`config.mk`:
```
export PLATFORM = sky130hd
export DESIGN_NAME = mux_nto1_rr
export DESIGN_NICKNAME = d
export VERILOG_FILES = /design/src/rtl/mux_nto1_rr.sv
export SDC_FILE = /design/constraint.sdc
export NUM_CORES = 1
export LEC_CHECK = 0
export ABC_CLOCK_PERIOD_IN_PS = 2900
export CAP_MARGIN = 20
export CORE_AREA = 2 2 39 41
export DETAILED_ROUTE_END_ITERATION = 7
export DIE_AREA = 0 0 41 43
export DONT_BUFFER_PORTS = 1
export PLACE_DENSITY_LB_ADDON = 0.2
export SYNTH_ARGS = -nofsm -noshare
export SYNTH_HDL_FRONTEND = slang
export SYNTH_SLANG_ARGS = --single-unit
```
`constraint.sdc`:
```
create_clock -name clk -period 2.9 [get_ports clk]
set_input_delay 0.29 -clock clk [delete_from_list [all_inputs] [get_ports clk]]
set_output_delay 0.29 -clock clk [all_outputs]
set_load 0.02 [all_outputs]
```
`src/rtl/mux_nto1_rr.sv`:
```
// mux_nto1_rr: parametrised N:1 data multiplexer with a single registered
// output stage and valid/ready flow control on every channel.
// Direct mode grants the channel addressed by sel. Round-robin mode searches
// the valid channels starting at a rotating pointer.
// Optional feature macro: MUX_RR_EN builds round-robin mode and its pointer.
// Without it, the mode port is ignored and only direct selection exists.
module mux_nto1_rr #(
    parameter int  WIDTH    = 8,
    parameter int  CHANNELS = 4,
    localparam int SEL_W    = $clog2(CHANNELS)
) (
    input  logic                         clk,
    input  logic                         rst_n,
    input  logic [CHANNELS*WIDTH-1:0]    in_data,
    input  logic [CHANNELS-1:0]          in_valid,
    output logic [CHANNELS-1:0]          in_ready,
    input  logic [SEL_W-1:0]             sel,
    input  logic                         mode,
    output logic [WIDTH-1:0]             out_data,
    output logic                         out_valid,
    input  logic                         out_ready,
    output logic [SEL_W-1:0]             out_chan
);

    // Padded channel space so that any sel value indexes a defined bit;
    // indices at or beyond CHANNELS read as "not valid".
    localparam int                PAD_CH  = 1 << SEL_W;
    localparam logic [SEL_W-1:0]  LAST_CH = SEL_W'(CHANNELS - 1);

    logic [WIDTH-1:0]    out_data_r;
    logic                out_valid_r;
    logic [SEL_W-1:0]    out_chan_r;
    logic                load_en_s;
    logic                grant_any_s;
    logic [SEL_W-1:0]    grant_idx_s;
    logic [PAD_CH-1:0]   valid_pad_s;
    logic [CHANNELS-1:0] in_ready_s;

    // Zero-extend the valid vector into the padded channel space
    always_comb begin
        valid_pad_s                 = '0;
        valid_pad_s[CHANNELS-1:0]   = in_valid;
    end

    // The output register may load when empty or when it is being popped
    assign load_en_s = !out_valid_r || out_ready;

`ifdef MUX_RR_EN
    logic [SEL_W-1:0] ptr_r;
    logic [SEL_W-1:0] rr_idx_s;
    logic             rr_any_s;

    // Find the first valid channel at or after ptr, wrapping around
    always_comb begin
        int               j;
        logic [SEL_W-1:0] cand;
        rr_idx_s = '0;
        rr_any_s = 1'b0;
        j        = 0;
        cand     = '0;
        for (int k = 0; k < CHANNELS; k++) begin
            j = int'(ptr_r) + k;
            if (j >= CHANNELS) begin
                j = j - CHANNELS;
            end else begin
                j = j;
            end
            cand = SEL_W'(j);
            if (!rr_any_s && valid_pad_s[cand]) begin
                rr_any_s = 1'b1;
                rr_idx_s = cand;
            end else begin
                rr_any_s = rr_any_s;
            end
        end
    end

    // Choose the grant source according to mode
    always_comb begin
        if (mode) begin
            grant_idx_s = rr_idx_s;
            grant_any_s = rr_any_s;
        end else begin
            grant_idx_s = sel;
            grant_any_s = valid_pad_s[sel];
        end
    end

    // Move the pointer just past every channel that transfers, in either mode
    always_ff @(posedge clk) begin
        if (!rst_n) begin
            ptr_r <= '0;
        end else if (load_en_s && grant_any_s) begin
            ptr_r <= (grant_idx_s == LAST_CH) ? '0 : grant_idx_s + SEL_W'(1'b1);
        end
    end
`else
    logic unused_mode_s;
    assign unused_mode_s = mode;

    // Direct selection only: sel names the candidate channel
    always_comb begin
        grant_idx_s = sel;
        grant_any_s = valid_pad_s[sel];
    end
`endif

    // Accept exactly the granted channel, and only when the output can load
    always_comb begin
        in_ready_s = '0;
        if (rst_n && load_en_s && grant_any_s) begin
            in_ready_s = CHANNELS'(1'b1) << grant_idx_s;
        end else begin
            in_ready_s = '0;
        end
    end

    assign in_ready = in_ready_s;

    // Output stage: load on transfer, empty on an idle load slot, else hold
    always_ff @(posedge clk) begin
        if (!rst_n) begin
            out_data_r  <= '0;
            out_chan_r  <= '0;
            out_valid_r <= 1'b0;
        end else if (load_en_s) begin
            if (grant_any_s) begin
                out_data_r  <= in_data[grant_idx_s*WIDTH +: WIDTH];
                out_chan_r  <= grant_idx_s;
                out_valid_r <= 1'b1;
            end else begin
                out_valid_r <= 1'b0;
            end
        end
    end

    assign out_data  = out_data_r;
    assign out_valid = out_valid_r;
    assign out_chan  = out_chan_r;

endmodule

```
==> metrics.csv, run 1 <==
metric;value;unit
status;finished, final reports clean;
simple-gate share of the synthesized area;16.8;%
worst vdd ir;0.203;mV
gpl congestion;0.674;
Final Util;53.0;%
Tmin final;1970;ps
multiplexer area fraction after synthesis;28.2;%
DRT Pass-1 Iters;4;
CTS tree;yes;
vias in the first global route;562;
routed len/inst;17.2;um
Via Count;570;
TritonCTS Sinks;11;
critical path capture point type;output port;
area delta synth->final;2.63;%
Ys Warns;0;
clock slew at reported path FFs;70;ps
max-slew violation count;0;
Place WS;1190;ps
post-CTS resize count;0;
Core Box Area;1380;um2
XOR/XNOR Fraction of Synth Area;0;%
FMAX;506;MHz
Final Cell Area;733;um2
Setup crit start kind;flop;
GRT Total Usage;19.5;%
FILL cells;124;
CP Data Required Time;2610;ps
Final HPWL DP;1120;um
share of layout cells above drive strength 1;18.3;%
DIE AREA;1760;um2
largest family of logic cells by synthesized area;multiplexers;
Routed Antenna Nets;0;
total CTS buffers;3;
DRC Markers;0;
initial antenna violation count;0;
pin count of the biggest net entering global routing;15;
CTS H-tree lvls;1;
Crit Path Class;flop to output port;
Worst R2R Path Depth;4;
Slew @ Worst Pin;416;ps
Power Total;0.356;mW
first-pass GRT wire length;2260;um
final worst slack;925;ps
worst-skew pair later-pin latency;270;ps
max-slew headroom at the worst pin;72.2;%
postcts setup bufs;0;
synth unique cells;21;
post-synthesis sequential area ratio;30.8;%
Cell Area, Synth;714;um2
Die X-Extent;41;um
final WL;1500;um
Die H;43;um
skew final;3.68;ps
DP Area;707;um2
GRT overflow;0;
PwrDens;485;nW/um2
Yosys reg bits;11;
complex-gate fraction of the synthesized area;18.2;%
CTS root buf;clkbuf_4;
mean post-synth cell area;9.92;um2
port bufs;0;
Hold Violations, Final;0;
Hold Buf Count CTS;0;
Nets;114;
initial drt markers;4;
adder-cell share of the synthesized area;0;%
commonest non-fill, non-tap cells in the layout;11 x nand3_1, 11 x dfxtp_1, 10 x a21boi_1;
RSZ-0062 raised after global routing;no;
CP max FO;11;
syn_nets;114;
Vias/cell;6.55;
Max Root-Sink Buffers;2;
n_diodes;0;
setup TNS;0;ps
Post-Syn Instances;72;
Lkg Pwr;0.257;nW
Starting Density;51.6;%
count of max-cap constraint violations;0;
Period Utilization, post-route;68.1;%
Arr. time, crit path;1680;ps
Site Rows;14;
final setup violating endpoints;0;
I/O Pins;57;
worst hold path depth;1;
HP Class;input port to flop;
==> registers in the layout, summed over array words and instances, names as in the netlist <==
name,count
out_data,8
out_valid,1
out_chan,2
==> per-stage QoR <==
stage | hold WS, ps | cells
floorplan | 443 | 72
global placement | 423 | 83
detailed placement | 442 | 83
CTS | 159 | 87
global route | 147 | 87
finish | 165 | 87
==> report_power, final <==
group / leakage [nW] / switching [mW] / total (mW) / internal (mW)
sequential: 0.0906 / 0.0232 / 0.187 / 0.164
combinational: 0.152 / 0.0264 / 0.0628 / 0.0364
clock: 0.0150 / 0.0528 / 0.106 / 0.0532
total: 0.257 / 0.102 / 0.356 / 0.253
==> routing by layer <==
layer,GRT usage [%],part of all wire [%]
met5,0,0
met4,12.0,1.1
met3,7.85,9.7
met2,30.0,54
met1,21.0,35
==> layout make-up <==
| type | instances | area (um2) | area share (%) |
|---|---|---|---|
| Multi-Input combinational cell | 53 | 452 | 61.6 |
| Sequential cell | 11 | 220 | 30.0 |
| Clock buffer | 4 | 26.3 | 3.58 |
| Tap cell | 16 | 20.0 | 2.73 |
| Timing Repair Buffer | 1 | 7.51 | 1.02 |
| Inverter | 2 | 7.51 | 1.02 |
==> synthesized netlist by cell type <==
cell	count	area share, %
dfxtp_1	11	31
nand3_1	11	7.7
a21boi_1	10	11
o21ai_1	9	6.3
mux4_2	8	25
buf_4	3	3.2
and4_1	2	2.5
clkbuf_1	2	1.1
inv_1	2	1.1
nor2_1	2	1.1
nor2b_1	2	1.8
a21oi_1	1	0.70
and3_1	1	0.88
buf_2	1	0.70
mux2_2	1	1.6
mux2i_1	1	1.4
nand2_1	1	0.52
nand2b_1	1	0.88
nor3_1	1	0.70
o21ai_0	1	0.70
or3_1	1	0.88
==> worst max-delay path, stage by stage, from the launching register on <==
cell,delay (ps)
dfxtp_1,380
nand2b_1,140
and3_1,430
nand3_1,150
nor2_1,320
==> worst paths after layout <==
path / start / to / slack (ps)
setup / recovery: out_valid / in_ready[3] / 930
hold / removal: rst_n / out_chan[0] / 170
setup reg to reg: out_valid / out_chan[0] / 1520
hold reg to reg: out_data[0] / out_data[0] / 560
==> cells by family (layout without fill, tap and decap cells) <==
logic type,after synthesis,after routing
buf+inv,8,7
simple gates,22,22
compound gates,21,21
flops,11,11
mux,10,10
No activity file was read; power rests on OpenSTA's default activity.
==> run 2: changes to the inputs <==
- ABC_CLOCK_PERIOD_IN_PS: 2900 -> 1680
- CORE_AREA: 2 2 39 41 -> not set
- CORE_MARGIN: not set -> 2
- CORE_UTILIZATION: not set -> 53
- DIE_AREA: 0 0 41 43 -> not set
- clock period: 2.9 -> 1.68 ns (I/O delays scaled with it)
==> metrics.csv, run 2 (synthesized netlist as in run 1, its figures left out) <==
metric;value;unit
Hold Violations, Final;0;
CP Data Required Time;1510;ps
final setup violating endpoints;0;
Tmin final;1600;ps
I/O Pins;57;
DRC Markers;0;
slowest stage cell, crit path;dfxtp_1;
routed len/inst;17.2;um
Register-to-Register Setup Slack;280;ps
Die H;40.7;um
GRT Total Usage;21.7;%
initial drt markers;4;
WHS Endpoint;out_chan[0];
status;finished, final reports clean;
Die X-Extent;40.7;um
GR Layer Usage met2;31.7;%
Bufs and invs on worst path;0;
Setup crit start kind;flop;
max FFs per register;8;
Hold Buf Count CTS;0;
Pint;0.442;mW
Lkg Pwr;0.272;nW
sw frac;28.6;%
net switching power;0.177;mW
Power Total;0.619;mW
Via Count;588;
grt met1 use;29.2;%
max-slew violation count;0;
commonest non-fill, non-tap cells in the layout;11 x nand3_1, 11 x dfxtp_1, 10 x a21boi_1;
Worst path top cell family by delay;simple AND/OR/NAND/NOR gates;
most used routing layer;met2;
Starting Density;55.6;%
PwrDens;813;nW/um2
area delta synth->final;6.66;%
Vias/cell;6.61;
setup TNS;0;ps
Max Root-Sink Buffers;2;
FMAX;625;MHz
n_diodes;0;
RSZ-0062 raised after global routing;no;
CTS root buf;clkbuf_4;
CTS H-tree lvls;1;
worst-skew pair later-pin latency;260;ps
Core Box Area;1280;um2
max incr delay on CP;390;ps
final WL;1530;um
initial antenna violation count;0;
critical path capture point type;output port;
DIE AREA;1660;um2
first-pass GRT wire length;2310;um
Final HPWL DP;1180;um
hold_sp;rst_n;
Clock power frac;29.0;%
Hold WS;29.3;ps
Crit Path Class;flop to output port;
share of layout cells above drive strength 1;25.7;%
TritonCTS Sinks;11;
M3 GR Usage;3.26;%
total CTS buffers;3;
sequential share of power;52.2;%
Cells after DPL;84;
Period Utilization, post-route;95.2;%
worst hold path depth;1;
worst r2r src;out_valid;
count of max-cap constraint violations;0;
max-slew headroom at the worst pin;77.0;%
Slew @ Worst Pin;344;ps
CP max FO;3;
port bufs;0;
GRT overflow;0;
CP cell instances;nor2b_1 > nor3_1 > and4_2;
Layout Cells excl Fill;89;
Worst path depth;3;
CTS tree;yes;
Comb power frac;18.8;%
skew final;2.43;ps
clock slew at reported path FFs;70;ps
Worst R2R Path Depth;4;
gpl congestion;0.851;
worst vdd ir;0.353;mV
Arr. time, crit path;1430;ps
Nets;117;
Routed Antenna Nets;0;
Crit Reg-Reg Endpoint;out_chan[0];
pin count of the biggest net entering global routing;15;
vias in the first global route;546;
Site Rows;13;
DRT Pass-1 Iters;3;
HP Class;input port to flop;
run 2: power by group through the flow:
stage | Clock [mW] | Sequential (mW) | Combinational (mW)
floorplan | 0 | 0.326 | 0.110
finish | 0.180 | 0.323 | 0.116
global route | 0.194 | 0.326 | 0.129
CTS | 0.180 | 0.324 | 0.112
global placement | 0 | 0.330 | 0.110
detailed placement | 0 | 0.331 | 0.111
run 2: per-stage QoR:
stage,utilization [%],instance area [um2],setup slack (ps)
finish,59.3,762,80.2
global route,59.3,762,9.66
CTS,58.2,748,1.81
detailed placement,56.1,721,187
global placement,56.1,721,221
floorplan,-,714,319
run 2: how the worst max path moves through the flow:
stage,startpoint,endpoint,slack (ps)
3_5_place_dp,out_valid,in_ready[3],190
2_1_floorplan,out_valid,in_ready[0],320
6_report,out_valid,in_ready[0],80
4_1_cts,out_valid,in_ready[3],2
3_3_place_gp,out_valid,in_ready[3],220
5_1_grt,out_valid,in_ready[0],10
run 2: area by class of cell:
cell class | count | area, um2
Multi-Input combinational cell | 53 | 459
Fill cell | 119 | 523
Tap cell | 15 | 18.8
Sequential cell | 11 | 220
Timing Repair Buffer | 4 | 30.0
Inverter | 2 | 7.51
Clock buffer | 4 | 26.3
run 2: what timing repair did:
action,CTS,global route
buffers inserted,0,1
pin swaps,0,1
gates resized for setup,1,3
endpoints found under the hold margin,0,0
endpoints found under the setup margin,2,4
run 2: worst reg2reg max path: stages (launching register included):
cell and delay [ps]:
dfxtp_1 390, nor2b_1 180, or3_1 460, a21oi_1 200, nor2b_1 50
run 2: per-layer routing:
| metal | wire length, um | vias up |
|---|---|---|
| li1 | - | 280 |
| met1 | 655 | 270 |
| met2 | 722 | 36 |
| met3 | 134 | 2 |
| met4 | 19 | 0 |
| met5 | 0 | - |
==> run 3: changes to the inputs <==
- ABC_CLOCK_PERIOD_IN_PS: 1680 -> 1400
- clock period: 1.68 -> 1.4 ns (I/O delays scaled with it)
==> metrics.csv, run 3 (synthesized netlist as in run 1, its figures left out) <==
metric;value;unit
FILL cells;102;
GRT Total Usage;21.5;%
Clock power frac;27.8;%
worst-skew pair later-pin latency;260;ps
CP cell instances;nand2b_4 > and3_4 > nand3_2 > nor2_1 > buf_4;
first-pass GRT wire length;2280;um
Starting Density;55.6;%
CP Data Required Time;1260;ps
Final HPWL DP;1180;um
CTS H-tree lvls;1;
Slew @ Worst Pin;358;ps
sequential share of power;51.2;%
port bufs;0;
Crit Path Class;flop to output port;
register area;221;um2
pin count of the biggest net entering global routing;15;
final setup violating endpoints;0;
DRC Markers;0;
Vias/cell;6.54;
Arr. time, crit path;1210;ps
final WL;1540;um
Power Total;0.756;mW
CTS tree;yes;
met1 WL;669;um
Cells after DPL;85;
Core Box Area;1280;um2
skew final;4.93;ps
top routing layer used;met4;
max-slew headroom at the worst pin;76.1;%
I/O Pins;57;
Pint;0.544;mW
clock slew at reported path FFs;70;ps
hold_sp;rst_n;
GRT overflow;0;
gpl congestion;0.888;
Final Cell Area;818;um2
count of max-cap constraint violations;0;
multi-input logic area;479;um2
net switching power;0.213;mW
n_diodes;0;
commonest non-fill, non-tap cells in the layout;10 x nand3_1, 10 x a21boi_1, 10 x dfxtp_1;
Tmin final;1350;ps
TritonCTS Sinks;11;
initial antenna violation count;0;
max FFs per register;8;
status;finished, final reports clean;
FMAX;741;MHz
slowest stage cell, crit path;dfxtp_2;
DP Area;728;um2
met3 WL post-DR;153;um
Routed Antenna Nets;0;
PwrDens;924;nW/um2
DRT Pass-1 Iters;4;
Via Count;608;
RSZ-0062 raised after global routing;yes;
DIE AREA;1660;um2
Site Rows;13;
Setup crit start kind;flop;
Nets;121;
critical path capture point type;output port;
Layout Cells excl Fill;93;
worst vdd ir;0.435;mV
initial drt markers;9;
Hold Violations, Final;0;
Die H;40.7;um
Hold WS;25.0;ps
Critical path origin;out_valid;
routed len/inst;16.6;um
CP max FO;3;
Period Utilization, post-route;96.4;%
total CTS buffers;3;
routed wl met2;691;um
Lkg Pwr;0.298;nW
vias in the first global route;568;
area delta synth->final;14.5;%
CTS root buf;clkbuf_4;
worst r2r src;out_valid;
Die X-Extent;40.7;um
max-slew violation count;0;
Max Root-Sink Buffers;2;
max incr delay on CP;340;ps
Comb power frac;21.0;%
HP Class;input port to flop;
share of layout cells above drive strength 1;32.1;%
sw frac;28.1;%
==> run 3: power groups by stage <==
stage          Combinational (mW)  Sequential, mW  Clock (mW)
5_1_grt                     0.172           0.392       0.233
3_3_place_gp                0.140           0.392           0
6_report                    0.159           0.387       0.210
3_5_place_dp                0.140           0.393           0
4_1_cts                     0.150           0.386       0.221
2_1_floorplan               0.132           0.392           0
==> run 3: layout make-up <==
cell class	instances	area share, %
multi-input cells	53	58.6
flip-flops and latches	11	27.1
repair buffers	8	7.95
clock buffers	4	3.21
well taps	15	2.29
inverters	2	0.917
==> run 3: path summary, 6_finish.rpt <==
check             slack (ps)  cells past startpoint           to
setup / recovery          50                      5  in_ready[3]
hold / removal            20                      1  out_data[3]
setup reg to reg          80                      4  out_chan[0]
hold reg to reg          570                      2  out_data[3]
==> run 3: per-stage QoR <==
step	setup TNS (ps)	util, %	worst slack, ps
CTS	0	61.1	23.6
global placement	0	56.7	74.8
global route	-83.0	63.7	-38.1
detailed placement	0	56.7	62.3
floorplan	0	-	66.8
finish	0	63.7	51.0
==> run 3: per-layer routing <==
metal	GRT usage, %	up-vias
met2	30.2	44
met1	29.2	269
met5	0	-
met4	14.2	0
met3	4.89	4
li1	-	291
==> run 3: critical path: cells and delay by family, from the launching register on <==
kind | cells | cell delay [ps]
AND/OR/NAND/NOR | 4 | 460
flip-flops | 1 | 340
buffers and inverters | 1 | 150
==> run 3: what timing repair did <==
action,4_1_cts,5_1_grt
buffers inserted,1,1
setup endpoints to repair,4,4
hold endpoints to repair,1,1
pin swaps,1,2
gates resized for setup,5,5
hold buffers,1,1
